`src/rtl/stable_matching_pkg.sv`:
```
// Shared types and slice helpers for the sequential stable-matching scheduler.
// Preference lists and match entries are flat packed vectors addressed via these helpers.
package stable_matching_pkg;

  typedef enum logic [1:0] {IDLE, RUN, DONE} state_t;

  // Ceiling log2, never below 1 so every derived field has at least one bit.
  function automatic int log2(input int x);
    int r;
    r = 0;
    for (int i = 0; i < 31; i++)
      if ((1 << i) < x) r = i + 1;
    return (r < 1) ? 1 : r;
  endfunction

  function automatic int r_slice(input int i, input int j, input int kr, input int logs);
    return (i * kr + j) * logs;
  endfunction

  function automatic int s_slice(input int i, input int j, input int ks, input int logr);
    return (i * ks + j) * logr;
  endfunction

  function automatic int m_slice(input int i, input int logs);
    return i * logs;
  endfunction

endpackage

```
`src/rtl/stable_matching_seq_ctrl_rank_lookup.sv`:
```
// Rank of one suitor id within a single reviewer's list: first matching entry wins,
// Kr with listed=0 when the id does not appear.
module sm_rank_lookup
  import stable_matching_pkg::*;
#(
  parameter int Kr    = 4,
  parameter int S     = 4,
  parameter int logS  = log2(S),
  parameter int logKr = log2(Kr + 1)
) (
  input  logic [Kr*logS-1:0] list,
  input  logic [logS-1:0]    id,
  output logic [logKr-1:0]   rank,
  output logic               listed
);

  always_comb begin
    rank   = logKr'(Kr);
    listed = 1'b0;
    // Scan from the back so the lowest matching index is the one left standing.
    for (int j = Kr - 1; j >= 0; j--) begin
      if (list[r_slice(0, j, Kr, logS) +: logS] == id) begin
        rank   = logKr'(j);
        listed = 1'b1;
      end
    end
  end

endmodule

```
`src/rtl/stable_matching_seq_ctrl.sv`:
```
// Clocked Gale-Shapley scheduler: one proposal per RUN cycle from the lowest-index free
// suitor; the target reviewer keeps whichever of new proposer and current holder it ranks higher.
module stable_matching_seq_ctrl
  import stable_matching_pkg::*;
#(
  parameter int Kr = 4,
  parameter int Ks = 4,
  parameter int S  = 4,
  parameter int R  = 4
) (
  input  logic                           clk,
  input  logic                           rst,
  input  logic                           start,
  input  logic [R*Kr*log2(S)-1:0]        r_pref,
  input  logic [S*Ks*log2(R)-1:0]        s_pref,
  output logic                           busy,
  output logic                           done,
  output logic [R*log2(S)-1:0]           match_list,
  output logic [R-1:0]                   matched,
  output logic [log2(S*Ks+2)-1:0]        prop_cnt
);

  localparam int logS  = log2(S);
  localparam int logR  = log2(R);
  localparam int logKr = log2(Kr + 1);
  localparam int CW    = log2(S * Ks + 2);
  localparam int NW    = log2(Ks + 1);

  state_t                  state_reg;
  logic [R*Kr*logS-1:0]    r_pref_reg;
  logic [S*Ks*logR-1:0]    s_pref_reg;
  logic [NW-1:0]           next_reg [S];
  logic [S-1:0]            free_reg;
  logic [logKr-1:0]        held_rank_reg [R];
  logic [R*logS-1:0]       match_list_reg;
  logic [R-1:0]            matched_reg;
  logic [CW-1:0]           prop_cnt_reg;
  logic                    busy_reg;
  logic                    done_reg;

  logic [S-1:0]            elig;
  logic                    cand_found;
  logic [logS-1:0]         cand;
  logic [NW-1:0]           cand_next;
  logic [logR-1:0]         target;
  logic                    t_ok;
  logic [logR-1:0]         t_sel;
  logic [Kr*logS-1:0]      rev_list;
  logic [logKr-1:0]        rk;
  logic                    rk_listed;
  logic                    accept;
  logic [logS-1:0]         prev_holder;

  genvar gi;
  generate
    for (gi = 0; gi < S; gi++) begin : g_elig
      assign elig[gi] = free_reg[gi] && (next_reg[gi] < NW'(Ks));
    end
  endgenerate

  always_comb begin
    cand_found = 1'b0;
    cand       = '0;
    for (int i = S - 1; i >= 0; i--) begin
      if (elig[i]) begin
        cand_found = 1'b1;
        cand       = logS'(i);
      end
    end
  end

  // An exhausted suitor's next index would point past its list, so mask it when idle.
  assign cand_next = cand_found ? next_reg[cand] : '0;
  assign target    = s_pref_reg[s_slice(int'(cand), int'(cand_next), Ks, logR) +: logR];
  assign t_ok      = (int'(target) < R);
  assign t_sel     = t_ok ? target : '0;
  assign rev_list  = r_pref_reg[r_slice(int'(t_sel), 0, Kr, logS) +: Kr*logS];
  assign prev_holder = match_list_reg[m_slice(int'(t_sel), logS) +: logS];

  sm_rank_lookup #(.Kr(Kr), .S(S)) u_rank (
    .list   (rev_list),
    .id     (cand),
    .rank   (rk),
    .listed (rk_listed)
  );

  assign accept = cand_found && t_ok && rk_listed &&
                  (!matched_reg[t_sel] || (rk < held_rank_reg[t_sel]));

  always_ff @(posedge clk or negedge rst) begin
    if (!rst) begin
      state_reg      <= IDLE;
      r_pref_reg     <= '0;
      s_pref_reg     <= '0;
      free_reg       <= '0;
      match_list_reg <= '0;
      matched_reg    <= '0;
      prop_cnt_reg   <= '0;
      busy_reg       <= 1'b0;
      done_reg       <= 1'b0;
      for (int i = 0; i < S; i++) next_reg[i] <= '0;
      for (int i = 0; i < R; i++) held_rank_reg[i] <= '0;
    end else begin
      case (state_reg)
        IDLE, DONE: begin
          if (start) begin
            r_pref_reg     <= r_pref;
            s_pref_reg     <= s_pref;
            free_reg       <= '1;
            match_list_reg <= '0;
            matched_reg    <= '0;
            prop_cnt_reg   <= '0;
            busy_reg       <= 1'b1;
            done_reg       <= 1'b0;
            state_reg      <= RUN;
            for (int i = 0; i < S; i++) next_reg[i] <= '0;
            for (int i = 0; i < R; i++) held_rank_reg[i] <= '0;
          end
        end
        RUN: begin
          if (!cand_found) begin
            state_reg <= DONE;
            busy_reg  <= 1'b0;
            done_reg  <= 1'b1;
          end else begin
            next_reg[cand] <= next_reg[cand] + NW'(1);
            prop_cnt_reg   <= prop_cnt_reg + CW'(1);
            if (accept) begin
              // The proposer is free, so it can never be the displaced holder.
              free_reg[cand] <= 1'b0;
              if (matched_reg[t_sel]) free_reg[prev_holder] <= 1'b1;
              match_list_reg[m_slice(int'(t_sel), logS) +: logS] <= cand;
              matched_reg[t_sel]   <= 1'b1;
              held_rank_reg[t_sel] <= rk;
            end
          end
        end
        default: state_reg <= IDLE;
      endcase
    end
  end

  assign busy       = busy_reg;
  assign done       = done_reg;
  assign match_list = match_list_reg;
  assign matched    = matched_reg;
  assign prop_cnt   = prop_cnt_reg;

endmodule

```
`config.mk`:
```
export PLATFORM = sky130hd
export DESIGN_NAME = stable_matching_seq_ctrl
export DESIGN_NICKNAME = d
export VERILOG_FILES = /design/src/rtl/stable_matching_pkg.sv /design/src/rtl/stable_matching_seq_ctrl_rank_lookup.sv /design/src/rtl/stable_matching_seq_ctrl.sv
export SDC_FILE = /design/constraint.sdc
export NUM_CORES = 1
export LEC_CHECK = 0
export CAP_MARGIN = 20
export CORE_UTILIZATION = 42
export CTS_CLUSTER_SIZE = 25
export DETAILED_ROUTE_END_ITERATION = 10
export GPL_ROUTABILITY_DRIVEN = 1
export PLACE_DENSITY = 0.64
export SETUP_SLACK_MARGIN = 0.02
export SYNTH_ARGS = -nofsm -noshare
export SYNTH_HDL_FRONTEND = slang
export SYNTH_SLANG_ARGS = --single-unit
```
`constraint.sdc`:
```
create_clock -name clk -period 5.4 [get_ports clk]
set_input_delay 0.54 -clock clk [delete_from_list [all_inputs] [get_ports clk]]
set_output_delay 0.54 -clock clk [all_outputs]
set_load 0.1 [all_outputs]
```
Yosys cells after proc, flatten, opt, wreduce, memory -nomap -nowiden
Cells that the tools add are included.

word-level totals
  flip-flop bits (word level) = 113
  bits of input ports = 67
  output and inout bits = 19
  word-level logic and storage cells = 147

operators by class
  add/sub/neg operators = 4
  $lt $le $gt $ge = 15
  equal/unequal tests = 10
  shifts and indexed selects = 5
  muxes and demuxes = 69
  bitwise logic cells = 6
  reductions and logical operators = 21

operators with widths
  kind                                                                    count
  12-bit 2-to-1 mux                                                       4
  12-bit case mux with 2 select lines                                     2
  3-bit 2-to-1 mux                                                        11
  3-bit negator with 33-bit output                                        1
  2-bit by 33-bit variable shift with 8-bit output, first input constant  1
  2-bit by 33-bit variable part select with 8-bit output                  1
  32-bit by 6-bit variable part select with 8-bit output                  1
  32-bit by 7-bit variable part select with 2-bit output                  1
  4-bit 2-to-1 mux                                                        7
  12-bit bitwise mux                                                      2
  8-bit 2-to-1 mux                                                        3
  1-bit 2-to-1 mux                                                        16
  4-bit case mux with 2 select lines                                      2
  8-bit case mux with 2 select lines                                      1
  3-bit binary-select mux with 2-bit select                               2
  3-bit demux with 2-bit select                                           2
  3-bit < comparator, second input constant                               4
  2-bit 2-to-1 mux                                                        6
  1-bit logical AND                                                       11
  5-bit 2-to-1 mux                                                        2
  5-bit case mux with 2 select lines                                      1
  2-bit by 3-bit < comparator with 1-bit output, second input constant    3
  8-bit bitwise mux                                                       1
  2-bit == test                                                           4
  other kinds (27)                                                        41

Depth between registers and ports, before layout
Gate-level depths: netlist of run 1.

  word-level depth = 25
  mapped depth = 27
  mapped depth without buffers = 23

By module
A second synthesis of run 1 with hierarchy kept.

unflattened totals
  cells, all modules = 680
  area total of the unflattened synthesis = 5901.9 um^2

by module, submodules not included
  module                    times used  cells an instance  area each (um^2)  sequential area each (um^2)
  stable_matching_seq_ctrl  1           663                5764.3            2827.7
  sm_rank_lookup            1           17                 137.6             0.0

Worst setup path before layout of run 1
No wires, ideal clock.

  kind = register to register
  from = register free_reg[2]
  to = register held_rank_reg[3] (netlist name)
  library setup time = 122 ps
  arrival = 5388 ps
  required time = 5278 ps
  setup slack = -109 ps
  stages on the path, launching flop included = 26
  path buffers = 5
  period minus slack after synthesis = 5509 ps
  cell sequence = dfrtp_1 > nor2b_1 > buf_6 > nor2_1 > o21ai_1 > clkinv_1 > ha_1 > buf_4 > mux4_1 > o32a_1 > o311ai_4 > buf_8 > mux2i_1 > mux2i_1 > xnor2_1 > o2bb2a_2 > and2_4 > buf_6 > ha_1 > a21o_1 > nand2_1 > nand2_1 > a21o_1 > or3_1 > clkbuf_1 > a32o_1

between the ends
  longest elaborated chain between the ends = 22
  elaborated cells on any way between the ends = 50
  classes of those cells = add/sub (1); order compare (3); eq/ne (6); shift (2); mux (29); bitwise (2); reduce/logical (7)

ends and longest elaborated chain
  item                                                    RTL line                                    text
  start, declared                                         stable_matching_seq_ctrl.sv:33              logic [S-1:0] free_reg;
  start signal, assigned                                  stable_matching_seq_ctrl.sv:95              free_reg <= '0;
  start signal, assigned                                  stable_matching_seq_ctrl.sv:109             free_reg <= '1;
  start signal, assigned by index                         stable_matching_seq_ctrl.sv:130             free_reg[cand] <= 1'b0;
  1-bit logical AND *                                     stable_matching_seq_ctrl.sv:57              assign elig[gi] = free_reg[gi] && (next_reg[gi] < NW'(Ks));
  2-bit 2-to-1 mux (3 in series)                          stable_matching_seq_ctrl.sv:65              if (elig[i]) begin
  2-bit inverter with 3-bit output (implied by the code)  stable_matching_seq_ctrl.sv:73              assign cand_next = cand_found ? next_reg[cand] : '0;
  3-bit binary-select mux with 2-bit select               stable_matching_seq_ctrl.sv:73
  3-bit 2-to-1 mux (implied by the code) (2 in series)    stable_matching_seq_ctrl.sv:73
  3-bit 2-to-1 mux                                        stable_matching_seq_ctrl.sv:73
  4-bit by 3-bit adder with 5-bit output                  stable_matching_pkg.sv:21                   return (i * ks + j) * logr;
  32-bit by 7-bit variable part select with 2-bit output  stable_matching_seq_ctrl.sv:74              assign target = s_pref_reg[s_slice(int'(cand), int'(cand_next), Ks, logR) +: logR];
  32-bit by 6-bit variable part select with 8-bit output  stable_matching_seq_ctrl.sv:77              assign rev_list = r_pref_reg[r_slice(int'(t_sel), 0, Kr, logS) +: Kr*logS];
  2-bit == test                                           stable_matching_seq_ctrl_rank_lookup.sv:22  if (list[r_slice(0, j, Kr, logS) +: logS] == id) begin
  3-bit 2-to-1 mux (4 in series)                          stable_matching_seq_ctrl_rank_lookup.sv:22
  3-bit < comparator                                      stable_matching_seq_ctrl.sv:88              (!matched_reg[t_sel] || (rk < held_rank_reg[t_sel]));
  1-bit logical OR                                        stable_matching_seq_ctrl.sv:88
  1-bit logical AND                                       stable_matching_seq_ctrl.sv:87              assign accept = cand_found && t_ok && rk_listed &&
  2-bit inequality test (no line)                         n/a
  4-bit AND reduction (no line)                           n/a
  end signal, assigned by index                           stable_matching_seq_ctrl.sv:134             held_rank_reg[t_sel] <= rk;
  end, declared                                           stable_matching_seq_ctrl.sv:34              logic [logKr-1:0] held_rank_reg [R];

Mark *: on every way between the ends. The rest lies on a longest branch, timed or not. The select of a mux whose other input is x is not followed.
A chain may end at the register's enable or synchronous reset.

Worst setup path after layout of run 1
  from = register next_reg[11] (netlist name)
  to = register held_rank_reg[1] (netlist name)

between the ends
  longest elaborated chain between the ends = 21
  elaborated cells on any way between the ends = 47
  classes of those cells = add/sub (1); order compare (4); eq/ne (6); shift (2); mux (25); bitwise (2); reduce/logical (7)

ends and longest elaborated chain
  item                                                    RTL line                                    text
  start, declared                                         stable_matching_seq_ctrl.sv:32              logic [NW-1:0] next_reg [S];
  start signal, assigned by index                         stable_matching_seq_ctrl.sv:126             next_reg[cand] <= next_reg[cand] + NW'(1);
  3-bit < comparator                                      stable_matching_seq_ctrl.sv:57
  1-bit logical AND                                       stable_matching_seq_ctrl.sv:57
  2-bit 2-to-1 mux                                        stable_matching_seq_ctrl.sv:65
  2-bit inverter with 3-bit output (implied by the code)  stable_matching_seq_ctrl.sv:73
  3-bit binary-select mux with 2-bit select               stable_matching_seq_ctrl.sv:73
  3-bit 2-to-1 mux (implied by the code) (2 in series)    stable_matching_seq_ctrl.sv:73
  3-bit 2-to-1 mux                                        stable_matching_seq_ctrl.sv:73
  4-bit by 3-bit adder with 5-bit output                  stable_matching_pkg.sv:21
  32-bit by 7-bit variable part select with 2-bit output  stable_matching_seq_ctrl.sv:74
  32-bit by 6-bit variable part select with 8-bit output  stable_matching_seq_ctrl.sv:77
  2-bit == test                                           stable_matching_seq_ctrl_rank_lookup.sv:22
  3-bit 2-to-1 mux (4 in series)                          stable_matching_seq_ctrl_rank_lookup.sv:22
  3-bit < comparator                                      stable_matching_seq_ctrl.sv:88
  1-bit logical OR                                        stable_matching_seq_ctrl.sv:88
  1-bit logical AND                                       stable_matching_seq_ctrl.sv:87
  2-bit inequality test (no line)                         n/a
  4-bit AND reduction (no line)                           n/a

Parallel ways exist; a longest one is shown, timed or not. The select of a mux whose other input is x is not followed.

==> flow_metrics.py, run 1 <==
metrics = {
    "run_status": {
        "status": "finished, final reports clean",
    },
    "clock_tree": {
        "insertion_delay_ns": 0.42,
        "clock_path_buffers": 2,
        "clkSinkCount": 113,
        "cts_buffers": 17,
        "hold_buffers": 0,
        "clkTransAtPathRegs_ns": 0.05,
        "htree_levels": 4,
        "ctsRootBufferMaster": "clkbuf_16",
        "tritoncts": "done",
    },
    "timing": {
        "hold_viol_final": 0,
        "slew_headroom": 0.3404,
        "period_share": 0.9532,
        "max_freq_mhz": 194.3,
        "worst_slack_ns": 0.2529,
        "fin_tns_setup_ns": 0,
        "final-setup-viol-count": 0,
        "tightest_slew_ns": 0.9864,
        "period_needed_ns": 5.147,
        "skew_ns": 0.01370,
        "rsz0062_at_grt": "no",
        "finalMaxSlewViolations": 0,
    },
    "logic_synthesis": {
        "syn_inst": 661,
        "ys_warn_count": 0,
        "synth-seq-area-share": 0.4712,
        "syn-cell-area_um2": 6001,
        "synthArstFlopShare": 1.000,
        "syn_area_per_cell_um2": 9.078,
        "synth_ff_type": "dfrtp_1",
        "synth_nets": 738,
        "synth_edf_count": 0,
        "synth-seq-cells": 113,
        "synth_cell_type_count": 68,
    },
    "final_layout": {
        "final_common_cell": "nand2_1",
        "final_cells": 954,
        "syn_to_final_growth_pct": 32.21,
        "design_area_um2": 7934,
        "fillers": 1206,
        "drive_gt1_frac": 0.1344,
        "diodes": 0,
        "nNetsFinal": 838,
        "final_cell_mix": "nand2_1, dfrtp_1, clkdlybuf4s50_1, mux2i_1",
    },
    "place": {
        "port_buffers": 85,
        "gp_congestion": 0.8603,
        "placed_area_um2": 7066,
        "dp_hpwl_um": 10820,
        "dp_cells": 915,
        "dp_slack_ns": 0.07846,
    },
    "routing": {
        "drtIter0Drc": 413,
        "wl_per_cell_um": 16.41,
        "routed_wl_um": 15660,
        "ant_nets": 0,
        "viasPerCell": 5.271,
        "firstDrtPassIters": 5,
        "drc_errors": 0,
        "vias": 5029,
    },
    "floorplan": {
        "die_h_um": 121.5,
        "core_um2": 13930,
        "ios": 86,
        "die-area_um2": 14770,
        "die_w_um": 121.5,
        "rows": 43,
        "initial_core_util": 0.4306,
    },
    "worst_setup_path": {
        "cp_data_required_time_ns": 5.69,
        "critPathKind": "flip-flop to flip-flop",
        "cp-start-kind": "flip-flop",
        "crit_arrival_ns": 5.44,
        "cp_max_fo": 11,
        "reg2regPathDepth": 23,
        "rrSetupSlack_ns": 0.25,
        "endpoint_kind": "flip-flop",
    },
    "global_routing": {
        "grt_util_all_layers": 0.2198,
        "grt_max_degree": 76,
        "grt_pass1_wl_um": 24980,
        "grt_overflow": 0,
        "grt_antenna_before_repair": 0,
        "grt_pass1_vias": 5020,
    },
    "job": {
        "maxCapViolations": 0,
    },
    "hold_path": {
        "holdCritPathClass": "input port to asynchronous set/reset pin",
    },
}
## through the flow
| stage | hold WS, ns | utilization |
|---|---|---|
| global route | 0.1259 | 0.5694 |
| CTS | 0.1074 | 0.5532 |
| detailed placement | 0.4602 | 0.5070 |
| finish | 0.08383 | 0.5694 |
| global placement | 0.4588 | 0.5070 |
| floorplan | 0.2444 | - |
## critical path, cell delays in order, from the launching register on
cell and delay (ns):
dfrtp_1 0.39, nand2b_1 0.19, buf_4 0.23, nand2_1 0.14
nor2_2 0.21, ha_4 0.20, nand2_1 0.07, a211o_1 0.27
o32a_1 0.36, o311ai_4 0.10, buf_12 0.16, clkbuf_16 0.14
mux2i_1 0.27, mux2i_1 0.18, xnor2_2 0.19, a2bb2oi_2 0.19
and2_4 0.21, ha_1 0.25, a21o_1 0.18, nand2_1 0.05
nand2_1 0.08, a21o_4 0.26, or3_4 0.41, a32o_1 0.27
## per-layer routing
metal | global-route usage | up-vias | part of all wire
li1 | - | 2447 | -
met1 | 0.3048 | 2404 | 0.48
met2 | 0.3363 | 154 | 0.45
met3 | 0.04822 | 24 | 0.051
met4 | 0.08256 | 0 | 0.018
met5 | 0 | - | 0
## cells in the mapped netlist (3+ instances only)
cell | instances | area [µm²]
dfrtp_1 | 113 | 2828
a21oi_1 | 8 | 40.04
mux2i_1 | 41 | 410.4
buf_4 | 3 | 22.52
buf_6 | 9 | 101.4
o21ai_1 | 3 | 15.01
nand3_1 | 14 | 70.07
xnor2_1 | 4 | 35.03
nand4_1 | 5 | 31.28
nor2_1 | 22 | 82.58
nor4b_1 | 3 | 26.28
nor2b_1 | 9 | 56.30
nor4_1 | 4 | 25.02
a211oi_1 | 7 | 52.55
and2_1 | 4 | 25.02
nand2_1 | 247 | 927.1
inv_1 | 7 | 26.28
o2bb2ai_1 | 4 | 35.03
o211ai_1 | 4 | 30.03
nand2b_1 | 8 | 50.05
a211o_1 | 4 | 35.03
nor3_1 | 7 | 35.03
clkbuf_1 | 21 | 78.83
xor2_1 | 5 | 43.79
a32o_1 | 4 | 40.04
a22o_1 | 6 | 52.55
a22oi_1 | 3 | 22.52
o21ai_0 | 30 | 150.1
ha_1 | 10 | 125.1
a21o_1 | 3 | 22.52
o31ai_1 | 3 | 22.52
## final cells by class
cell class                      instances  area (µm²)  share of cell area
Sequential cell                       113        2828              0.3564
Multi-Input combinational cell        504        3060              0.3857
Tap cell                              180       225.2             0.02839
Clock buffer                           23       488.0             0.06150
Inverter                                8       31.28            0.003943
Timing Repair Buffer                  117        1149              0.1448
Clock inverter                          9       152.6             0.01924
## repair_timing
item	CTS	global route
setup endpoints to repair	1	28
gates resized for setup	1	24
cloned	0	3
setup buffers	0	4
pin swaps	0	6
## final timing paths
| kind | end | startpoint |
|---|---|---|
| worst max-delay path | held_rank_reg[1] | next_reg[11] |
| worst min-delay path | r_pref_reg[6] | rst |
| worst max register to register | held_rank_reg[1] | next_reg[11] |
| worst min register to register | s_pref_reg[16] | s_pref_reg[16] |
| max in group asynchronous | s_pref_reg[24] | rst |
| min in group clk | s_pref_reg[16] | s_pref_reg[16] |
## cell families (layout without fill, tap and decap cells)
family | count (synthesis) | count (layout) | share of synthesized area
xor gates and xnor gates | 11 | 11 | 0.01856
adders and majority gates | 10 | 10 | 0.02085
and+or+nand+nor | 336 | 336 | 0.2398
other | 1 | 1 | 0.0006249
AOI/OAI and AO/OA | 100 | 101 | 0.1264
DFF | 113 | 113 | 0.4712
muxes | 45 | 45 | 0.07902
buffers and inverters | 45 | 157 | 0.04358
Power of run 1 is left out: the tool's default activity adds up to more than one toggle a clock period on the data nets, which glitch-free logic cannot reach.
==> run 2, diff against run 1 <==
--- a/config.mk
+++ b/config.mk
@@ -6,12 +6,13 @@
 export NUM_CORES = 1
 export LEC_CHECK = 0
 export CAP_MARGIN = 20
-export CORE_UTILIZATION = 42
+export CORE_UTILIZATION = 50
 export CTS_CLUSTER_SIZE = 25
 export DETAILED_ROUTE_END_ITERATION = 10
 export GPL_ROUTABILITY_DRIVEN = 1
-export PLACE_DENSITY = 0.64
+export PLACE_DENSITY = 0.74
 export SETUP_SLACK_MARGIN = 0.02
+export SLEW_MARGIN = 20
 export SYNTH_ARGS = -nofsm -noshare
 export SYNTH_HDL_FRONTEND = slang
 export SYNTH_SLANG_ARGS = --single-unit
==> flow_metrics.py, run 2 (synthesis gave the netlist of run 1 again) <==
metrics = {
    "run_status": {
        "status": "finished, violations left",
        "violations": "DRC",
    },
    "timing": {
        "slew_headroom": 0.3219,
        "hold_viol_final": 0,
        "max_freq_mhz": 193.3,
        "skew_ns": 0.007961,
        "tightest_slew_ns": 1.014,
        "final-setup-viol-count": 0,
        "rsz0062_at_grt": "no",
        "finalMaxSlewViolations": 0,
        "period_share": 0.9582,
        "period_needed_ns": 5.174,
    },
    "routing": {
        "vias": 5183,
        "ant_nets": 0,
        "wl_per_cell_um": 16.83,
        "firstDrtPassIters": 9,
        "drc_errors": 2,
        "viasPerCell": 5.671,
        "routed_wl_um": 15390,
        "drtIter0Drc": 425,
    },
    "global_routing": {
        "grt_pass1_wl_um": 24720,
        "grt_overflow": 0,
        "grt_antenna_before_repair": 0,
        "grt_pass1_vias": 4972,
        "grt_util_all_layers": 0.2548,
        "grt_max_degree": 71,
    },
    "floorplan": {
        "core_um2": 11560,
        "die_w_um": 111.6,
        "initial_core_util": 0.5189,
        "rows": 39,
        "ios": 86,
        "die_h_um": 111.6,
        "die-area_um2": 12440,
    },
    "final_layout": {
        "final_cell_mix": "nand2_1, dfrtp_1, clkdlybuf4s50_1, mux2i_1, o21ai_0",
        "final_common_cell": "nand2_1",
        "diodes": 0,
        "fillers": 894,
        "syn_to_final_growth_pct": 30.44,
        "nNetsFinal": 835,
        "post-route-util": 0.6768,
        "drive_gt1_frac": 0.1193,
    },
    "clock_tree": {
        "clkSinkCount": 113,
        "clkTransAtPathRegs_ns": 0.05,
        "clock_path_buffers": 2,
        "insertion_delay_ns": 0.42,
        "tritoncts": "done",
        "ctsRootBufferMaster": "clkbuf_16",
        "cts_buffers": 17,
        "htree_levels": 4,
    },
    "worst_setup_path": {
        "cp_max_fo": 8,
        "cp_data_required_time_ns": 5.70,
        "critPathKind": "flip-flop to flip-flop",
        "critical_path.top_delay_family": "compound AO/OA/AOI/OAI gates",
        "critPathBufInv": 4,
        "endpoint_kind": "flip-flop",
        "cp-start-kind": "flip-flop",
        "crit_chain": "nand2b_2 -> nor2_1 -> o21ai_2 -> clkinv_2 -> ha_4 -> a21o_1 -> a221oi_1 -> a211oi_1 -> buf_4 -> o311ai_4 -> buf_12 -> buf_12 -> mux2i_1 -> mux2i_1 -> xnor2_1 -> o2bb2a_2 -> and2_4 -> ha_1 -> a21o_1 -> nand2_1 -> nand2_1 -> a21o_4 -> or3_4 -> a32o_1",
        "crit_arrival_ns": 5.47,
        "cpPeakStageDelay_ns": 0.42,
        "cp_slowest_cell": "or3_4",
    },
    "place": {
        "dp_hpwl_um": 10250,
        "gp_congestion": 0.9399,
        "port_buffers": 85,
    },
    "hold_path": {
        "holdCritPathClass": "input port to asynchronous set/reset pin",
    },
    "job": {
        "maxCapViolations": 0,
    },
}
==> run 2: cell count changes in the layout (fill, tap and decap cells not counted), sizes merged, moves of 2 or more <==
cell / delta
buf: -2
clkinv: +2
clkbuf: -2
clkinvlp: -2
==> run 2: final cells by class <==
cell class	instances	area, µm²	area share
Tap cell	143	178.9	0.02286
Clock buffer	22	464.2	0.05930
Timing Repair Buffer	115	1154	0.1474
Multi-Input combinational cell	503	2990	0.3820
Sequential cell	113	2828	0.3613
Clock inverter	10	181.4	0.02318
Inverter	8	31.28	0.003996
==> run 2: repair_timing <==
item / in CTS / in global routing
resized for setup: 2 / 14
setup buffers: 0 / 6
hold buffers: 0 / 0
endpoints found under the setup margin: 5 / 28
pin swaps: 0 / 4
gates cloned: 1 / 1
==> run 2: worst paths after layout <==
check / cells past startpoint / slack, ns / end / startpoint
worst max-delay path: 24 / 0.23 / held_rank_reg[4] / next_reg[2]
worst min-delay path: 1 / 0.12 / r_pref_reg[16] / rst
worst max register to register: 24 / 0.23 / held_rank_reg[4] / next_reg[2]
worst min register to register: 2 / 0.48 / r_pref_reg[14] / r_pref_reg[14]
max in group asynchronous: 2 / 4.00 / s_pref_reg[3] / rst
min in group clk: 2 / 0.48 / r_pref_reg[14] / r_pref_reg[14]
==> run 2: stage by stage <==
stage          setup slack (ns)  setup TNS, ns  area, µm²  hold slack [ns]  instances
2_1_floorplan            0.1086              0       6006           0.2444        661
3_3_place_gp             0.2235              0       6989           0.4581        874
3_5_place_dp          -0.001485      -0.001485       6989           0.4626        874
4_1_cts                 0.01806              0       7677           0.1443        907
5_1_grt                 0.01334              0       7828           0.1660        914
6_report                 0.2258              0       7828           0.1227        914
==> run 2: worst register-to-register path, stage by stage, from the launching register on <==
cell and delay (ns):
dfrtp_1 0.37, nand2b_2 0.19, nor2_1 0.09, o21ai_2 0.20
clkinv_2 0.12, ha_4 0.28, a21o_1 0.16, a221oi_1 0.20
a211oi_1 0.08, buf_4 0.15, o311ai_4 0.31, buf_12 0.16
buf_12 0.14, mux2i_1 0.21, mux2i_1 0.12, xnor2_1 0.22
o2bb2a_2 0.28, and2_4 0.18, ha_1 0.32, a21o_1 0.19
nand2_1 0.06, nand2_1 0.08, a21o_4 0.25, or3_4 0.42
a32o_1 0.28
==> run 2: layer usage <==
| layer | GRT usage | wire length (µm) | up-vias |
|---|---|---|---|
| li1 | - | - | 2444 |
| met3 | 0.05934 | 934 | 30 |
| met5 | 0 | 0 | - |
| met1 | 0.3581 | 7074 | 2507 |
| met2 | 0.3804 | 7034 | 202 |
| met4 | 0.1045 | 342 | 0 |
Power of run 2 is left out for the same reason.
==> run 3, diff against run 2 <==
--- a/config.mk
+++ b/config.mk
@@ -6,11 +6,12 @@
 export NUM_CORES = 1
 export LEC_CHECK = 0
 export CAP_MARGIN = 20
-export CORE_UTILIZATION = 50
+export CORE_ASPECT_RATIO = 0.7
+export CORE_UTILIZATION = 25
 export CTS_CLUSTER_SIZE = 25
 export DETAILED_ROUTE_END_ITERATION = 10
 export GPL_ROUTABILITY_DRIVEN = 1
-export PLACE_DENSITY = 0.74
+export PLACE_DENSITY = 0.41
 export SETUP_SLACK_MARGIN = 0.02
 export SLEW_MARGIN = 20
 export SYNTH_ARGS = -nofsm -noshare
==> flow_metrics.py, run 3 (synthesis gave the netlist of run 1 again) <==
metrics = {
    "final_layout": {
        "final_common_cell": "nand2_1",
        "multi_input_area_um2": 3034,
        "syn_to_final_growth_pct": 35.32,
        "seqCellArea_um2": 2828,
        "drive_gt1_frac": 0.1419,
        "nNetsFinal": 846,
        "diodes": 0,
        "final_cell_mix": "nand2_1, dfrtp_1, clkdlybuf4s50_1, mux2i_1, buf_4",
        "fillers": 2433,
    },
    "routing": {
        "wl_per_cell_um": 16.28,
        "viasPerCell": 4.614,
        "drtIter0Drc": 344,
        "vias": 5075,
        "routed_wl_um": 17910,
        "drc_errors": 0,
        "firstDrtPassIters": 5,
        "ant_nets": 0,
    },
    "clock_tree": {
        "tritoncts": "done",
        "clock_path_buffers": 2,
        "clkSinkCount": 113,
        "htree_levels": 4,
        "cts_buffers": 17,
        "insertion_delay_ns": 0.42,
        "clkTransAtPathRegs_ns": 0.06,
        "ctsRootBufferMaster": "clkbuf_16",
    },
    "floorplan": {
        "die-area_um2": 24640,
        "ios": 86,
        "rows": 47,
        "die_h_um": 131.6,
        "die_w_um": 187.2,
        "initial_core_util": 0.2545,
        "core_um2": 23580,
    },
    "global_routing": {
        "grt_pass1_vias": 5129,
        "grt_overflow": 0,
        "grt_pass1_wl_um": 28330,
        "grt_antenna_before_repair": 0,
        "grt_util_all_layers": 0.1485,
        "grt_max_degree": 70,
    },
    "timing": {
        "hold_viol_final": 0,
        "period_needed_ns": 5.131,
        "period_share": 0.9501,
        "skew_ns": 0.007158,
        "rsz0062_at_grt": "no",
        "worst_slack_ns": 0.2693,
        "fin_tns_setup_ns": 0,
        "max_freq_mhz": 194.9,
        "slew_headroom": 0.3176,
        "tightest_slew_ns": 1.020,
        "final-setup-viol-count": 0,
        "finalMaxSlewViolations": 0,
    },
    "job": {
        "maxCapViolations": 0,
    },
    "worst_setup_path": {
        "critical_path.top_delay_family": "compound AO/OA/AOI/OAI gates",
        "cp_data_required_time_ns": 5.70,
        "cp_slowest_cell": "mux4_1",
        "cpPeakStageDelay_ns": 0.47,
        "rrSetupSlack_ns": 0.27,
        "critPathKind": "flip-flop to flip-flop",
        "crit_arrival_ns": 5.43,
        "cp_max_fo": 7,
        "cp-start-kind": "flip-flop",
        "crit_chain": "nor2b_4 -> nor2_4 -> o21ai_2 -> clkinv_2 -> ha_2 -> buf_4 -> mux4_1 -> o32a_1 -> o311ai_4 -> buf_12 -> buf_12 -> mux2i_2 -> mux2i_1 -> xnor2_1 -> o2bb2a_4 -> and2_4 -> ha_1 -> a21o_1 -> nand2_1 -> nand2_1 -> a21o_4 -> or3_4 -> buf_4 -> mux2i_1",
        "endpoint_kind": "flip-flop",
        "critPathBufInv": 5,
    },
    "place": {
        "port_buffers": 85,
        "dp_slack_ns": 0.02121,
        "gp_congestion": 0.8549,
        "dp_hpwl_um": 12930,
    },
    "run_status": {
        "status": "finished, final reports clean",
    },
    "hold_path": {
        "holdCritPathClass": "input port to asynchronous set/reset pin",
    },
}
-- run 3: routing by layer --
layer  part of all wire  vias up  GRT usage
met5                  0        -          0
met4             0.0093        0    0.04053
met3              0.055       13    0.04621
met2               0.39      129     0.1931
met1               0.55     2454     0.2293
li1                   -     2479          -
-- run 3: cell type report --
| cell class | count | share of cell area |
|---|---|---|
| Clock inverter | 13 | 0.01988 |
| Sequential cell | 113 | 0.3482 |
| Multi-Input combinational cell | 504 | 0.3737 |
| Tap cell | 318 | 0.04900 |
| Inverter | 8 | 0.003852 |
| Timing Repair Buffer | 125 | 0.1508 |
| Clock buffer | 19 | 0.05455 |
-- run 3: final timing paths --
check	end	cells past startpoint	start
max	match_list[4]	24	free_reg[2]
min	match_list[4]	1	rst
max reg2reg	match_list[4]	24	free_reg[2]
min reg2reg	s_pref_reg[16]	2	s_pref_reg[16]
max in group asynchronous	prop_cnt[2]	2	rst
min in group clk	s_pref_reg[16]	2	s_pref_reg[16]
-- run 3: stage by stage --
| step | utilization | instances | hold slack [ns] | area, µm² |
|---|---|---|---|---|
| 6_report | 0.3444 | 1100 | 0.2216 | 8120 |
| 5_1_grt | 0.3444 | 1100 | 0.2728 | 8120 |
| 4_1_cts | 0.3340 | 1089 | 0.2383 | 7875 |
| 3_5_place_dp | 0.3082 | 1057 | 0.4633 | 7268 |
| 3_3_place_gp | 0.3082 | 1057 | 0.4669 | 7268 |
| 2_1_floorplan | - | 661 | 0.2444 | 6006 |
-- run 3: what timing repair did --
| item | 4_1_cts | 5_1_grt |
|---|---|---|
| hold buffers | 0 | 0 |
| cloned | 0 | 3 |
| buffers inserted | 0 | 8 |
| pin swaps | 0 | 5 |
| endpoints found under the setup margin | 4 | 28 |
| resized for setup | 1 | 24 |
-- run 3: worst register-to-register path, cell delays in order (launching register included) --
cell and delay (ns):
dfrtp_1 0.40, nor2b_4 0.19, nor2_4 0.06, o21ai_2 0.18, clkinv_2 0.08, ha_2 0.32, buf_4 0.17, mux4_1 0.47
o32a_1 0.23, o311ai_4 0.11, buf_12 0.16, buf_12 0.12, mux2i_2 0.24, mux2i_1 0.12, xnor2_1 0.25, o2bb2a_4 0.21
and2_4 0.14, ha_1 0.30, a21o_1 0.18, nand2_1 0.06, nand2_1 0.08, a21o_4 0.26, or3_4 0.40, buf_4 0.17
mux2i_1 0.11
Power of run 3 is left out for the same reason.
==> RTL change 1: new RTL, flow settings as in run 3 <==
Reset style: synchronous (`rst`), changed in one clocked block.
--- a/src/rtl/stable_matching_seq_ctrl.sv
+++ b/src/rtl/stable_matching_seq_ctrl.sv
@@ -87,7 +87,7 @@
   assign accept = cand_found && t_ok && rk_listed &&
                   (!matched_reg[t_sel] || (rk < held_rank_reg[t_sel]));
 
-  always_ff @(posedge clk or negedge rst) begin
+  always_ff @(posedge clk) begin
     if (!rst) begin
       state_reg      <= IDLE;
       r_pref_reg     <= '0;
Behaviour: differs if rst is asserted again (counterexample within 4 cycles, from zero or initial values and one cycle with rst low); with rst held inactive, the same outputs for 4 cycles.
==> RTL change 1 against run 3 <==
- synthesized area down 3.3%
- non-clock buffer count down 2
- worst setup slack worse by 0.0013 ns
- count of clock-buffer cells in the layout down 1
- design area down 2.1%
- critical path depth down 4
- core utilization up 0.52 points
- sequential cell count unchanged
- sequential share of layout area down 3.3 points
- routed wire length up 1.1%
==> RTL change 1: results (changes against run 3) <==
stage	metric	value	unit	change
global_routing	pin count of the biggest net entering global routing	71		+1.4%
outcome	status	completed		
global_routing	Total GRT Usage	15.66	%	+0.81 points
final_layout	Antenna diodes	0		unchanged
timing	fin. max-slew vios	0		unchanged
detailed_routing	initial drt markers	312		-9.3%
die	DIE WIDTH	184.1	um	-1.6%
placed_design	IO buf count	85		unchanged
clock_tree	root buffer cell	clkbuf_16		
detailed_routing	wire per inst	16.28	um	about the same
power_and_ir_drop	switching power	2.243	mW	
yosys	Synth async-reset ratio	0	%	-100 points
placed_design	DP Area	0.007109	mm^2	-2.2%
detailed_routing	drt via density	4.816		+4.4%
clock_tree	cts bufs inserted	17		unchanged
detailed_routing	DR pass1 iterations	5		unchanged
global_routing	first-pass GRT wire length	28.85	mm	+1.8%
final_layout	fillers	2362		-2.9%
yosys	sequential area share after synthesis	43.10	%	-4.0 points
yosys	commonest cells in the synthesized netlist	181 x nand2_1, 89 x dfxtp_1, 73 x a21oi_1		
yosys	Top FF cell, synth	dfxtp_1		
global_routing	number of global-route vias before repair	5289		+3.1%
timing	TNS Setup	0	ns	unchanged
yosys	Post-synth EDFFs	24		+24
timing	Tightest Pin Transition	1.012	ns	-0.008836 ns
worst_setup_path	CP arrival	5.24	ns	-0.19 ns
clock_tree	clk_lat worst skew	0.42	ns	about the same
yosys	yosys warns	0		unchanged
placed_design	Final GP Congestion	0.8466		-0.97%
yosys	Netlist cell types	77		+13%
final_layout	Nets	864		+2.1%
clock_tree	Clock transition at path regs	0.06	ns	about the same
power_and_ir_drop	leakage	2.936	nW	
clock_tree	H-tree depth	4		unchanged
clock_tree	Longest Clk Path Bufs	2		unchanged
global_routing	initial antenna violation count	0		unchanged
timing	Clock Skew	0.01120	ns	+0.004037 ns
hold_path	Hold Path Class	register to register		
yosys	Synth area leaders	dfxtp_1 31%, edfxtp_1 12%, nand2_1 12%, a21oi_1 6.3%, mux2i_1 2.8%		
power_and_ir_drop	IR drop worst, VDD	0.2773	mV	
placed_design	Final HPWL DP	13.12	mm	+1.4%
worst_setup_path	Worst Path Max Fanout	6		-1
placed_design	dpl ws	-0.05427	ns	-0.07548 ns
final_layout	layout cells sized above 1	16.38	%	+2.2 points
## RTL change 1: timing repair
item                                   4_1_cts  5_1_grt
buffers inserted                             2        3
endpoints found under the hold margin        0        0
gates resized for setup                      3       34
pin swaps                                    1       17
gates cloned                                 0        1
setup endpoints to repair                   22       36
## RTL change 1: kinds of logic after synthesis
family	after synthesis	share of synthesized area [%]
other	1	0.06459
flip-flops	113	43.10
buffers and inverters	53	4.375
AO/OA/AOI/OAI	161	19.94
AND/OR/NAND/NOR	315	25.04
adder cells (fa/ha/maj)	10	2.155
XOR/XNOR	8	1.207
multiplexers	21	4.116
## RTL change 1: per-layer routing
layer	track usage (%)	part of all wire, %	vias up
met5	0	0	-
met4	4.314	0.60	0
met3	3.232	3.9	7
met2	23.64	44	102
met1	22.46	52	2608
li1	-	-	2638
## RTL change 1: stage by stage
| stage | instances | util [%] |
|---|---|---|
| floorplan | 686 | - |
| global placement | 1074 | 31.27 |
| detailed placement | 1074 | 31.27 |
| CTS | 1108 | 34.05 |
| global route | 1112 | 34.96 |
| finish | 1112 | 34.96 |
## RTL change 1: worst max-delay path, cell delays in order, from the launching register on
cell and delay (ns):
edfxtp_1 0.47, nor2b_2 0.17, nor2_1 0.08, o21ai_2 0.08, inv_2 0.07, ha_4 0.24
or2_2 0.31, a2111o_1 0.44, buf_4 0.16, and4_2 0.21, and3_1 0.19, or4_1 0.47
nand4b_1 0.14, and2_4 0.18, nor2_1 0.05, nor3b_2 0.21, ha_2 0.31, o211a_1 0.23
a311o_2 0.43, nand2_2 0.16, a21o_1 0.21
## RTL change 1: layout make-up
cell class                 count  share of cell area [%]
multi-input combinational    521                   41.09
inverter                      11                  0.5510
timing repair buffer         123                   14.34
clock buffer                  18                   5.668
sequential                   113                   31.50
tap                          312                   4.912
clock inverter                14                   1.936
## RTL change 1: power groups by stage
stage	clock (mW)	combinational, mW	sequential, mW
CTS	1.17	2.72	1.03
global placement	0	2.61	1.05
detailed placement	0	2.64	1.05
global route	1.21	3.24	1.05
floorplan	0	1.78	1.10
finish	1.14	2.96	1.04
## RTL change 1: path summary, 6_finish.rpt
kind                                     start                                end  slack, ns  cells past startpoint
setup / recovery  next_reg[0][2]$_SDFFCE_PN0P_  held_rank_reg[2][0]$_SDFFCE_PN0P_       0.27                     20
hold reg to reg     s_pref_reg[1]$_SDFFE_PN0P_         s_pref_reg[1]$_SDFFE_PN0P_       0.46                      2
hold / removal      s_pref_reg[1]$_SDFFE_PN0P_         s_pref_reg[1]$_SDFFE_PN0P_       0.46                      2
setup reg to reg  next_reg[0][2]$_SDFFCE_PN0P_  held_rank_reg[2][0]$_SDFFCE_PN0P_       0.27                     20
==> RTL change 2: new RTL, config.mk and constraints of run 3 <==
Made on the original files. `S` is set to 4 in 2 places; all go to 8.
--- a/src/rtl/stable_matching_seq_ctrl_rank_lookup.sv
+++ b/src/rtl/stable_matching_seq_ctrl_rank_lookup.sv
@@ -4,7 +4,7 @@
   import stable_matching_pkg::*;
 #(
   parameter int Kr    = 4,
-  parameter int S     = 4,
+  parameter int S     = 8,
   parameter int logS  = log2(S),
   parameter int logKr = log2(Kr + 1)
 ) (
--- a/src/rtl/stable_matching_seq_ctrl.sv
+++ b/src/rtl/stable_matching_seq_ctrl.sv
@@ -5,7 +5,7 @@
 #(
   parameter int Kr = 4,
   parameter int Ks = 4,
-  parameter int S  = 4,
+  parameter int S  = 8,
   parameter int R  = 4
 ) (
   input  logic                           clk,
Ports: changed (resized match_list, prop_cnt, r_pref and s_pref); port bits go from 86 to 139. No check against the original RTL was run, so the function may have changed too.
==> RTL change 2 against run 3 <==
- the run now ends with negative setup slack left
- via count is 77% higher
- first-iteration DRC count rose by 90%
- synthesized cell count increased by 70%
- sequential cell count grew 69
- worst setup slack got worse by 1.1 ns
- sequential share of layout area is 2.0 points lower
- routed wire length grew 88%
- design area increased by 71%
- synthesized area increased by 62%
Power is not shown: default switching activity piles up to over one toggle a cycle in this logic, so the estimate is an artifact.
==> RTL change 2: results (changes against run 3) <==
stage	metric	value	unit	change
outcome	status	complete, but fails checks		
outcome	failing checks	negative setup slack		
global_routing	initial antenna violation count	0		unchanged
detailed_routing	Vias	8994		+77%
yosys	Synth async-reset ratio	100.0	%	unchanged
timing	Setup violations, final	36		+36
final_layout	layout cells sized above 1	22.56	%	+8.4 points
yosys	Netlist cell types	86		+26%
clock_tree	root buffer cell	clkbuf_16		
yosys	commonest cells in the synthesized netlist	391 x nand2_1, 182 x dfrtp_1, 45 x clkbuf_1		
detailed_routing	wire per inst	17.46	um	+7.3%
timing	setup ws final	-0.7841	ns	-1.053 ns
timing	Max-slew headroom	31.14	%	-0.62 points
worst_setup_path	CP arrival	6.54	ns	+1.11 ns
hold_path	Hold Path Class	primary input to async pin		
worst_setup_path	Worst path max stage delay	0.53	ns	+0.06 ns
placed_design	Final HPWL DP	24.81	mm	+92%
clock_tree	cts bufs inserted	17		unchanged
final_layout	Nets	1518		+79%
clock_tree	Longest Clk Path Bufs	2		unchanged
final_layout	fillers	3917		+61%
final_layout	Antenna diodes	0		unchanged
detailed_routing	initial drt markers	653		+90%
yosys	Syn Nets	1248		+69%
yosys	yosys warns	0		unchanged
worst_setup_path	Critical Path Slowest Stage Cell	or4_4		
placed_design	IO buf count	138		+62%
global_routing	first-pass GRT wire length	52.71	mm	+86%
yosys	Synth area leaders	dfrtp_1 47%, nand2_1 15%, nand3_1 2.3%, o21ai_0 2.2%, mux2i_1 2.0%		
yosys	sequential area share after synthesis	46.93	%	-0.20 points
placed_design	Final GP Congestion	0.8110		-5.1%
global_routing	number of global-route vias before repair	8914		+74%
timing	Clock Skew	0.01065	ns	+0.003489 ns
yosys	Top FF cell, synth	dfrtp_1		
detailed_routing	DR pass1 iterations	5		unchanged
global_routing	Total GRT Usage	17.31	%	+2.5 points
global_routing	pin count of the biggest net entering global routing	91		+30%
worst_setup_path	delay-heaviest family, CP	compound AO/OA/AOI/OAI gates		
worst_setup_path	Worst Path Max Fanout	8		+1
clock_tree	H-tree depth	4		unchanged
clock_tree	clk_lat worst skew	0.46	ns	+0.04 ns
==> RTL change 2: changes by cell type after synthesis, sizes merged, moves of 23 or more <==
cell    change
nand2     +145
dfrtp      +69
nand3      +30
a21oi      +26
clkbuf     +23
nor2       +23
==> RTL change 2: final cells by class <==
type	count	area (um^2)	share of cell area, %
clock buffer	18	439.2	3.167
sequential	182	4554	32.84
tap	518	648.1	4.674
timing repair buffer	314	2809	20.26
multi-input combinational	857	5228	37.70
clock inverter	13	100.1	0.7218
inverter	21	88.84	0.6406
==> RTL change 2: final timing paths <==
kind,start,to,slack (ns),depth (start not counted)
worst max-delay path,next_reg[17]$_DFFE_PN0P_,held_rank_reg[6]$_DFFE_PN0P_,-0.78,28
worst min-delay path,rst,next_reg[15]$_DFFE_PN0P_,0.12,1
worst max register to register,next_reg[17]$_DFFE_PN0P_,held_rank_reg[6]$_DFFE_PN0P_,-0.78,28
worst min register to register,s_pref_reg[11]$_DFFE_PN0P_,s_pref_reg[11]$_DFFE_PN0P_,0.47,2
max in group asynchronous,rst,r_pref_reg[12]$_DFFE_PN0P_,4.04,2
min in group clk,s_pref_reg[11]$_DFFE_PN0P_,s_pref_reg[11]$_DFFE_PN0P_,0.47,2
==> RTL change 2: timing repair <==
action | CTS | global route
buffers inserted | 33 | 7
gates cloned | 1 | 0
resized for setup | 78 | 17
endpoints found under the setup margin | 36 | 36
pin swaps | 36 | 16
==> RTL change 2: cells by family after synthesis <==
kind of cell,share of synthesized area [%]
mux,4.048
fa+ha+maj,1.289
simple gates,27.28
buf+inv,3.751
flops,46.93
compound gates,15.59
xor+xnor,1.083
other cells,0.03864
==> RTL change 2: routing by layer <==
metal	track usage, %	part of all wire [%]	up-vias	routed length (um)
met1	27.33	55	4415	18430
li1	-	-	4422	-
met4	3.310	0.68	0	228
met3	3.216	3.3	14	1106
met5	0	0	-	0
met2	24.09	41	143	13820
==> RTL change 2: worst register-to-register path, delay by kind of cell, from the launching register on <==
kind,cells,cell delay [ns]
buffers and inverters,7,0.99
adders and majority gates,1,0.34
AOI/OAI and AO/OA,12,2.38
and+or+nand+nor,8,1.96
DFF,1,0.40
==> RTL change 2: through the flow <==
step | util [%] | cell area [um^2] | std cells | setup slack (ns) | setup TNS, ns
final | 36.76 | 13870 | 1923 | -0.7841 | -26.26
after CTS | 36.44 | 13750 | 1916 | -0.6870 | -23.27
after floorplan | - | 9782 | 1123 | -0.2565 | -2.729
after global routing | 36.76 | 13870 | 1923 | -1.038 | -35.36
after detailed placement | 33.31 | 12570 | 1852 | -0.9791 | -32.16
after global placement | 33.31 | 12570 | 1852 | -1.025 | -33.73
